File: src/rtl/mmio_pkg.sv
// Shared constants for the dmem MMIO responder: register offsets, STATUS
// bit layout and the default window base.
package mmio_pkg;

   localparam logic [11:0] DEFAULT_BASE_ADDR = 12'hFF0;

   localparam logic [3:0] OFF_LED    = 4'd0;
   localparam logic [3:0] OFF_TCOUNT = 4'd1;
   localparam logic [3:0] OFF_TCMP   = 4'd2;
   localparam logic [3:0] OFF_STATUS = 4'd3;
   localparam logic [3:0] OFF_TXDATA = 4'd4;
   localparam logic [3:0] OFF_IRQCLR = 4'd5;

   localparam int ST_EMPTY    = 0;
   localparam int ST_FULL     = 1;
   localparam int ST_IRQ      = 2;
   localparam int ST_COUNT_LO = 3;
   localparam int ST_COUNT_HI = 5;
   localparam int ST_OVF      = 6;

   function automatic logic [31:0] pack_status(
      input logic       empty,
      input logic       full,
      input logic       irq,
      input logic [2:0] count,
      input logic       ovf
   );
      logic [31:0] s;
      s                         = '0;
      s[ST_EMPTY]               = empty;
      s[ST_FULL]                = full;
      s[ST_IRQ]                 = irq;
      s[ST_COUNT_HI:ST_COUNT_LO] = count;
      s[ST_OVF]                 = ovf;
      return s;
   endfunction

endpackage

File: src/rtl/mmio_tx_fifo.sv
// Byte-wide circular transmit FIFO. Pointers carry one extra wrap bit so
// full and empty are distinguishable without a separate counter.
module mmio_tx_fifo #(
   parameter int DEPTH = 4
) (
   input  logic                   i_clock,
   input  logic                   i_reset_n,
   input  logic                   i_push,
   input  logic                   i_pop,
   input  logic [7:0]             i_wdata,
   output logic [7:0]             o_rdata,
   output logic                   o_empty,
   output logic                   o_full,
   output logic [$clog2(DEPTH):0] o_count
);

   localparam int AW = $clog2(DEPTH);

   logic [AW:0]      r_wr_ptr;
   logic [AW:0]      r_rd_ptr;
   logic [7:0]       r_mem [DEPTH];
   logic             w_do_pop;
   logic             w_do_push;
   logic [DEPTH-1:0] w_slot_we;

   assign o_empty = (r_wr_ptr == r_rd_ptr);
   assign o_full  = (r_wr_ptr[AW] != r_rd_ptr[AW]) &&
                    (r_wr_ptr[AW-1:0] == r_rd_ptr[AW-1:0]);
   assign o_count = r_wr_ptr - r_rd_ptr;
   assign o_rdata = r_mem[r_rd_ptr[AW-1:0]];

   // A push into a full FIFO is accepted only when the head leaves on the
   // same edge; the tail slot then aliases the slot being vacated.
   assign w_do_pop  = i_pop && !o_empty;
   assign w_do_push = i_push && (!o_full || w_do_pop);

   genvar gi;
   generate
      for (gi = 0; gi < DEPTH; gi++) begin : g_slot
         assign w_slot_we[gi] = w_do_push && (r_wr_ptr[AW-1:0] == AW'(gi));
      end
   endgenerate

   always_ff @(posedge i_clock or negedge i_reset_n) begin
      if (!i_reset_n) begin
         r_wr_ptr <= '0;
         r_rd_ptr <= '0;
         for (int i = 0; i < DEPTH; i++) begin
            r_mem[i] <= '0;
         end
      end else begin
         if (w_do_push) begin
            r_wr_ptr <= r_wr_ptr + 1'b1;
         end
         if (w_do_pop) begin
            r_rd_ptr <= r_rd_ptr + 1'b1;
         end
         for (int i = 0; i < DEPTH; i++) begin
            if (w_slot_we[i]) begin
               r_mem[i] <= i_wdata;
            end
         end
      end
   end

endmodule

File: src/rtl/dmem_mmio_responder.sv
// Peripheral window on the dmem port: LED register, free-running timer with
// compare interrupt, and a byte TX FIFO. Read data lags the address by one clock.
module dmem_mmio_responder
   import mmio_pkg::*;
#(
   parameter logic [11:0] BASE_ADDR  = DEFAULT_BASE_ADDR,
   parameter int          FIFO_DEPTH = 4
) (
   input  logic        i_clock,
   input  logic        i_reset_n,
   input  logic [11:0] i_address,
   input  logic [31:0] i_data,
   input  logic        i_wren,
   output logic [31:0] o_q,
   output logic        o_hit,
   output logic [15:0] o_led_out,
   output logic [7:0]  o_tx_data,
   output logic        o_tx_valid,
   input  logic        i_tx_ready,
   output logic        o_irq
);

   localparam int CW = $clog2(FIFO_DEPTH) + 1;

   logic        w_sel;
   logic [3:0]  w_off;
   logic        w_wr;
   logic        w_wr_led;
   logic        w_wr_tcount;
   logic        w_wr_tcmp;
   logic        w_wr_status;
   logic        w_wr_txdata;
   logic        w_wr_irqclr;
   logic        w_irq_set;
   logic        w_irq_clr;
   logic        w_ovf_set;
   logic        w_ovf_clr;
   logic        w_push;
   logic        w_pop;
   logic        w_fifo_empty;
   logic        w_fifo_full;
   logic [CW-1:0] w_fifo_count;
   logic [2:0]  w_count3;
   logic [31:0] w_status;
   logic [31:0] w_rd_data;

   logic [31:0] r_q;
   logic        r_hit;
   logic [15:0] r_led;
   logic [31:0] r_tcount;
   logic [31:0] r_tcmp;
   logic        r_irq;
   logic        r_ovf;

   assign w_sel = (i_address[11:4] == BASE_ADDR[11:4]);
   assign w_off = i_address[3:0];
   assign w_wr  = i_wren && w_sel;

   assign w_wr_led    = w_wr && (w_off == OFF_LED);
   assign w_wr_tcount = w_wr && (w_off == OFF_TCOUNT);
   assign w_wr_tcmp   = w_wr && (w_off == OFF_TCMP);
   assign w_wr_status = w_wr && (w_off == OFF_STATUS);
   assign w_wr_txdata = w_wr && (w_off == OFF_TXDATA);
   assign w_wr_irqclr = w_wr && (w_off == OFF_IRQCLR);

   // TCMP == 0 disables the compare so a cleared timer cannot fire.
   assign w_irq_set = (r_tcount == r_tcmp) && (r_tcmp != '0);
   assign w_irq_clr = w_wr_irqclr && i_data[0];

   assign w_push    = w_wr_txdata;
   assign w_pop     = o_tx_valid && i_tx_ready;
   assign w_ovf_set = w_push && w_fifo_full && !w_pop;
   assign w_ovf_clr = w_wr_status && i_data[ST_OVF];

   assign w_count3 = 3'(w_fifo_count);
   assign w_status = pack_status(w_fifo_empty, w_fifo_full, r_irq, w_count3, r_ovf);

   mmio_tx_fifo #(
      .DEPTH     (FIFO_DEPTH)
   ) u_tx_fifo (
      .i_clock   (i_clock),
      .i_reset_n (i_reset_n),
      .i_push    (w_push),
      .i_pop     (w_pop),
      .i_wdata   (i_data[7:0]),
      .o_rdata   (o_tx_data),
      .o_empty   (w_fifo_empty),
      .o_full    (w_fifo_full),
      .o_count   (w_fifo_count)
   );

   // Read mux sees register contents before any write on the same edge.
   always_comb begin
      w_rd_data = '0;
      case (w_off)
         OFF_LED:    w_rd_data = {16'h0000, r_led};
         OFF_TCOUNT: w_rd_data = r_tcount;
         OFF_TCMP:   w_rd_data = r_tcmp;
         OFF_STATUS: w_rd_data = w_status;
         default:    w_rd_data = '0;
      endcase
   end

   always_ff @(posedge i_clock or negedge i_reset_n) begin
      if (!i_reset_n) begin
         r_q   <= '0;
         r_hit <= 1'b0;
      end else begin
         r_q   <= w_sel ? w_rd_data : 32'h0000_0000;
         r_hit <= w_sel;
      end
   end

   always_ff @(posedge i_clock or negedge i_reset_n) begin
      if (!i_reset_n) begin
         r_led  <= '0;
         r_tcmp <= '0;
      end else begin
         if (w_wr_led) begin
            r_led <= i_data[15:0];
         end
         if (w_wr_tcmp) begin
            r_tcmp <= i_data;
         end
      end
   end

   always_ff @(posedge i_clock or negedge i_reset_n) begin
      if (!i_reset_n) begin
         r_tcount <= '0;
      end else if (w_wr_tcount) begin
         r_tcount <= '0;
      end else begin
         r_tcount <= r_tcount + 32'd1;
      end
   end

   // Both flags are sticky; a set on the same edge as its clear wins.
   always_ff @(posedge i_clock or negedge i_reset_n) begin
      if (!i_reset_n) begin
         r_irq <= 1'b0;
         r_ovf <= 1'b0;
      end else begin
         r_irq <= w_irq_set || (r_irq && !w_irq_clr);
         r_ovf <= w_ovf_set || (r_ovf && !w_ovf_clr);
      end
   end

   assign o_q        = r_q;
   assign o_hit      = r_hit;
   assign o_led_out  = r_led;
   assign o_tx_valid = !w_fifo_empty;
   assign o_irq      = r_irq;

endmodule

File: config.mk
export PLATFORM = sky130hd
export DESIGN_NAME = dmem_mmio_responder
export DESIGN_NICKNAME = d
export VERILOG_FILES = /design/src/rtl/mmio_pkg.sv /design/src/rtl/mmio_tx_fifo.sv /design/src/rtl/dmem_mmio_responder.sv
export SDC_FILE = /design/constraint.sdc
export NUM_CORES = 1
export LEC_CHECK = 0
export CAP_MARGIN = 20
export CORE_ASPECT_RATIO = 1.2
export CORE_MARGIN = 4
export CORE_UTILIZATION = 41
export CTS_BUF_LIST = sky130_fd_sc_hd__clkbuf_8 sky130_fd_sc_hd__clkbuf_16
export DETAILED_ROUTE_END_ITERATION = 8
export GPL_ROUTABILITY_DRIVEN = 0
export HOLD_SLACK_MARGIN = 0.08
export PLACE_DENSITY = 0.65
export SYNTH_ARGS = -nofsm -noshare
export SYNTH_HDL_FRONTEND = slang
export SYNTH_HIERARCHICAL = 1
export SYNTH_SLANG_ARGS = --single-unit
File: constraint.sdc
create_clock -name i_clock -period 3.4 [get_ports i_clock]
set_clock_uncertainty 0.15 [all_clocks]
set_input_delay 0.68 -clock i_clock [delete_from_list [all_inputs] [get_ports i_clock]]
set_output_delay 0.68 -clock i_clock [all_outputs]
set_load 0.005 [all_outputs]
Yosys cells after proc, flatten, opt, wreduce, memory -nomap -nowiden
Index checks and enable logic that the tools add are counted.
Widths: inputs -> output; s select.

storage, ports and cells
  register bits = 153
  output and inout bits = 59
  logic and storage cells = 71

cells by class
  $add $sub $neg = 4
  magnitude comparators = 1
  equal/unequal tests = 13
  muxes and demuxes = 6
  bitwise gates (word level) = 1
  reduce and logical (&&, ||, !) cells = 33

operators by type and width
  kind                   number
  $pmux 32 s4            1
  $mux 32                2
  $add 32x1->32 const B  1
  $eq 32x32->1           1
  $reduce_bool 32->1     1
  $logic_and 1x1->1      22
  $bmux 8 s2             1
  $mux 8                 2
  $eq 4x2->1 const B     2
  $eq 4x3->1 const B     2
  $eq 8x8->1 const B     1
  $add 3x1->3 const B    2
  $logic_not 1->1        5
  $eq 2x2->1 const B     2
  $eq 4x1->1 const B     1
  $logic_not 4->1        1
  $eq 3x3->1             1
  $ge 3x3->1 const B     1
  $logic_or 1x1->1       3
  $not 2->3              1
  $sub 3x3->3            1
  $eq 2x1->1 const B     1
  $eq 2x2->1             1
  $logic_not 2->1        1
  $ne 1x1->1             1

Logic depth before layout (Yosys ltp)
  word-level depth = 7
  gate-level depth with buffers = 9
  gate-level depth less buffers = 8

By module
The synthesis kept the hierarchy.

by module, submodules not included
  module               times used  cells each  area an instance (um^2)
  dmem_mmio_responder  1           480         5506.5
  mmio_tx_fifo         1           117         1883.1

Worst setup path after synthesis
No wires, ideal clock.

  kind = input-to-reg
  start = input port i_address[1]
  end = register u_tx_fifo/r_mem[0] (netlist bit)
  arrival = 3070 ps
  path slack = 55 ps
  stages = 6
  cells stage by stage = clkbuf_1 -> clkbuf_1 -> nor4_1 -> nand2_1 -> o21bai_4 -> mux2_2

between the ends
  word-level cells in the longest chain between the ends = 4

ends and longest elaborated chain
  element                         RTL line                   text
  start: declaration              dmem_mmio_responder.sv:11  input logic [11:0] i_address,
  $eq 4x3->1                      dmem_mmio_responder.sv:63  assign w_wr_txdata = w_wr && (w_off == OFF_TXDATA);
  $logic_and 1x1->1               dmem_mmio_responder.sv:63
  via w_push                      dmem_mmio_responder.sv:38  logic w_push;
  $logic_and 1x1->1               mmio_tx_fifo.sv:35         assign w_do_push = i_push && (!o_full || w_do_pop);
  $logic_and 1x1->1               mmio_tx_fifo.sv:40         assign w_slot_we[gi] = w_do_push && (r_wr_ptr[AW-1:0] == AW'(gi));
  end signal: indexed assignment  mmio_tx_fifo.sv:60         r_mem[i] <= i_wdata;
  end: declaration                mmio_tx_fifo.sv:21         logic [7:0] r_mem [DEPTH];

The timed path passes the listed nets, and every way through them passes these cells.
A chain may end at the register's enable or synchronous reset.

Worst setup path in the final report
  start = register u_tx_fifo.r_rd_ptr[1]
  end = output port o_tx_valid

between the ends
  word-level cells in the longest chain between the ends = 2

ends and longest elaborated chain
  element                   RTL line                    text
  start: declaration        mmio_tx_fifo.sv:20          logic [AW:0] r_rd_ptr;
  start signal: assignment  mmio_tx_fifo.sv:56          r_rd_ptr <= r_rd_ptr + 1'b1;
  $eq 3x3->1                mmio_tx_fifo.sv:26          assign o_empty = (r_wr_ptr == r_rd_ptr);
  via w_fifo_empty          dmem_mmio_responder.sv:40   logic w_fifo_empty;
  $logic_not 1->1           dmem_mmio_responder.sv:152  assign o_tx_valid = !w_fifo_empty;
  end: declaration          dmem_mmio_responder.sv:18   output logic o_tx_valid,

The timed path passes the listed nets, and every way through them passes these cells.

==> impl_metrics.toml <==
[synthesis]
synthTopCellsByArea = "sky130_fd_sc_hd__dfrtp_1, sky130_fd_sc_hd__mux2_2, sky130_fd_sc_hd__xor2_1"
synth.mux.area_fraction_pct = 18.4
post_synth_most_frequent_cells = "sky130_fd_sc_hd__dfrtp_1, sky130_fd_sc_hd__mux2_2, sky130_fd_sc_hd__nor2_1, sky130_fd_sc_hd__xor2_1, sky130_fd_sc_hd__a21oi_1"
adder_cell_share_of_the_synthesized_area_pct = 1.63
yosys.cell_count.top_type = "sky130_fd_sc_hd__dfrtp_1"
synth_top_family_by_area = "multiplexers"
number_of_enable_flip_flop_cells_after_synthesis = 0
syn_nets = 654
yosys.area.top_type = "sky130_fd_sc_hd__dfrtp_1"
synth.distinct_cells = 43
post-synth-top-area-fraction_pct = 51.8
seq_area_frac_synth_pct = 51.8
avgSynthCellArea_um2 = 12.4
synth_area_in_simple_gates_pct = 12.6
syn_area_um2 = 7390
post_synth_inst_count = 597
synth_compound_area_share_pct = 6.74
synth_seq_cells = 153
synth_xor_xnor_area_share_pct = 6.06
synthArstFlopShare_pct = 100
synth-main-ff-cell = "sky130_fd_sc_hd__dfrtp_1"
yosysWarnings = 6

[final_layout]
synthToLayoutAreaGrowth_pct = 26.8
antenna_cells_inserted = 0
final_design_area_no_fill_um2 = 9370
drive_above_1_share_pct = 23.2
fin_nets = 760
n_fill_cell = 1519
fin_util_pct = 53.1

[placement]
dpl.hpwl_um = 14000
placed_cell_area_um2 = 8710
port_buffers = 106
post-place-ws_ns = 0.425

[power]
power.combinational.fraction_pct = 12.4
switchingPower_mw = 1.19
pwr-share-clk_pct = 44.2
power_switching_share_pct = 25.7
part_of_the_power_in_registers_pct = 43.4
vdd_ir_drop_max_mv = 0.335
total_power_divided_by_cell_area_nw_per_um2 = 494
p_int_mw = 3.44
p_leak_nw = 4.27

[worst_setup_path]
required_ns = 2.57
critical_path_class = "reg -> out"
crit_fanout = 11
timing.critical_path.mode_cell = "sky130_fd_sc_hd__inv_1"
critical_path.n_buffers_inverters = 3
crit_cells = 6
cp_data_arrival_time_ns = 2.31
reg2regPathDepth = 8
crit_path_start_kind = "flop"
worst_path_top_cell_family_by_delay = "buffers and inverters"
end_kind = "output port"
crit_path_cell_trace = "inv_1, ha_1, and2_1, and2_2, inv_1, clkdlybuf4s50_1"
crit_slowest_cell = "sky130_fd_sc_hd__dfrtp_2"
max_stage_delay_ns = 0.49

[detailed_routing]
detail_route.wl_per_cell_um = 20.2
drt_wl_total_um = 18900
drt-pass1-iter-count = 5
initialDrtViolationCount = 404
drt-vias-per-instance = 5.60
vias = 5239
drc = 0
drtAntennaViolNets = 0

[job]
cap_viol_max_count = 0

[grt]
grt_max_degree = 113
grt.total_usage_pct = 19.4
grt_antenna_before_repair = 0
wire_length_of_the_first_global_routing_pass_um = 29900
overflow = 0
grt_pass1_vias = 5500

[die]
die_h_um = 155
die_area_um2 = 20200
fp-row-count = 53
floorplan.initialDensity_pct = 41.9
die_x_um = 131
design.core.area_um2 = 17600
floorplan.io_pins = 107

[outcome]
result_of_the_run = "complete, no violations"

[timing]
timing.final.crit_period_ns = 3.14
timing.fmax_mhz = 318
setup_viol = 0
setup_total_negative_slack_ns = 0
timing_max_transition_violations_final = 0
fin_crit_sh_pct = 92.4
setup_repair_after_global_routing_missed_its_margin = "no"
worst_slew_slack_as_a_fraction_of_its_limit_pct = 42.4
timing_worst_slew_pin_value_ns = 0.863
finalWorstSetupSlack_ns = 0.258
finalHoldViolCount = 0
hold_ws_ns = 0.352

[cts]
cts_made_buffers = 17
cts_tree = "done"
cts_root_buf = "sky130_fd_sc_hd__clkbuf_16"
h-tree-depth = 4
clockBufferDepth = 2
clk_latency_ns = 0.42
cts.sink_count = 153
cts_setup_buffers = 0
clk_transition_reported_paths_ns = 0.06

[hold_path]
min_delay_path_depth = 1
hold_class = "reg -> reg"
==> layer usage <==
layer	vias up	part of all wire [%]	GRT usage [%]
met1	2626	42	24.2
li1	2405	-	-
met4	0	3.9	9.55
met5	-	0	0
met3	41	4.4	3.91
met2	167	50	31.9
==> worst paths after layout <==
check / startpoint / end / slack, ns
worst max-delay path: u_tx_fifo/r_rd_ptr[1]$_DFFE_PN0P_ / o_tx_valid / 0.26
max in group asynchronous: i_reset_n / r_tcount[15]$_DFF_PN0_ / 1.58
worst min-delay path: u_tx_fifo/r_mem[6]$_DFFE_PN0P_ / u_tx_fifo/r_mem[6]$_DFFE_PN0P_ / 0.35
min in group asynchronous: i_reset_n / o_q[19]$_DFF_PN0_ / 0.60
worst max register to register: u_tx_fifo/r_rd_ptr[1]$_DFFE_PN0P_ / u_tx_fifo/r_wr_ptr[1]$_DFFE_PN0P_ / 0.57
worst min register to register: u_tx_fifo/r_mem[6]$_DFFE_PN0P_ / u_tx_fifo/r_mem[6]$_DFFE_PN0P_ / 0.35
==> final cells by class <==
type,instances,area [um^2],area share (%)
tap,220,275,2.94
clock buffer,19,453,4.83
clock inverter,13,191,2.04
timing repair buffer,124,1210,12.9
inverter,9,33.8,0.361
sequential,153,3830,40.9
multi-input combinational,398,3370,36.0
==> cells in the final DEF (no fill, tap or decap), types with 3 or more instances in the layout <==
cell	n
sky130_fd_sc_hd__dfrtp_1	152
sky130_fd_sc_hd__clkdlybuf4s50_1	105
sky130_fd_sc_hd__mux2_2	83
sky130_fd_sc_hd__nor2_1	51
sky130_fd_sc_hd__xor2_1	41
sky130_fd_sc_hd__a21oi_1	25
sky130_fd_sc_hd__nor4_1	17
sky130_fd_sc_hd__clkbuf_16	17
sky130_fd_sc_hd__a22oi_1	16
sky130_fd_sc_hd__buf_4	16
sky130_fd_sc_hd__nand4_1	15
sky130_fd_sc_hd__mux4_2	15
sky130_fd_sc_hd__or4_1	13
sky130_fd_sc_hd__nand3_1	12
sky130_fd_sc_hd__nand2_1	12
sky130_fd_sc_hd__o31ai_1	11
sky130_fd_sc_hd__inv_1	9
sky130_fd_sc_hd__mux2i_1	9
sky130_fd_sc_hd__and4_1	8
sky130_fd_sc_hd__o21ai_0	8
sky130_fd_sc_hd__and3_1	8
sky130_fd_sc_hd__ha_1	8
sky130_fd_sc_hd__xnor2_1	7
sky130_fd_sc_hd__or3_1	6
sky130_fd_sc_hd__nor2b_1	5
sky130_fd_sc_hd__bufinv_16	4
sky130_fd_sc_hd__clkinv_4	4
sky130_fd_sc_hd__and2_1	3
sky130_fd_sc_hd__nor3_1	3
sky130_fd_sc_hd__inv_6	3
sky130_fd_sc_hd__o211ai_4	3
==> flip-flops by register name, indices dropped and copies added, names as in the netlist <==
name	flops
r_ovf	1
o_hit	1
u_tx_fifo/r_rd_ptr	3
o_q	32
r_tcmp	32
u_tx_fifo/r_wr_ptr	3
o_led_out	16
o_irq	1
r_tcount	32
u_tx_fifo/r_mem	32
==> power groups by stage <==
stage,clock network [mW],logic [mW],registers [mW]
after floorplan,0,0.438,1.95
after detailed placement,0,0.584,2.03
after global placement,0,0.571,2.03
final,2.04,0.575,2.01
after CTS,2.09,0.585,2.00
after global routing,2.17,0.635,2.01
==> what timing repair did <==
action	4_1_cts	5_1_grt
endpoints found under the hold margin	41	0
gates resized for setup	0	1
endpoints found under the setup margin	0	1
hold buffers	1	0
==> stage by stage <==
stage	instances	power (mW)
after floorplan	597	2.39
after global placement	903	2.61
after detailed placement	903	2.62
after CTS	936	4.68
after global routing	936	4.82
final	936	4.63
==> cells by family after synthesis <==
family                   count (synthesis)
AND/OR/NAND/NOR                        164
flip-flops                             153
multiplexers                           107
AO/OA/AOI/OAI                           69
XOR/XNOR                                49
buffers and inverters                   46
adder cells (fa/ha/maj)                  9
No activity file was read; power rests on OpenSTA's default activity.
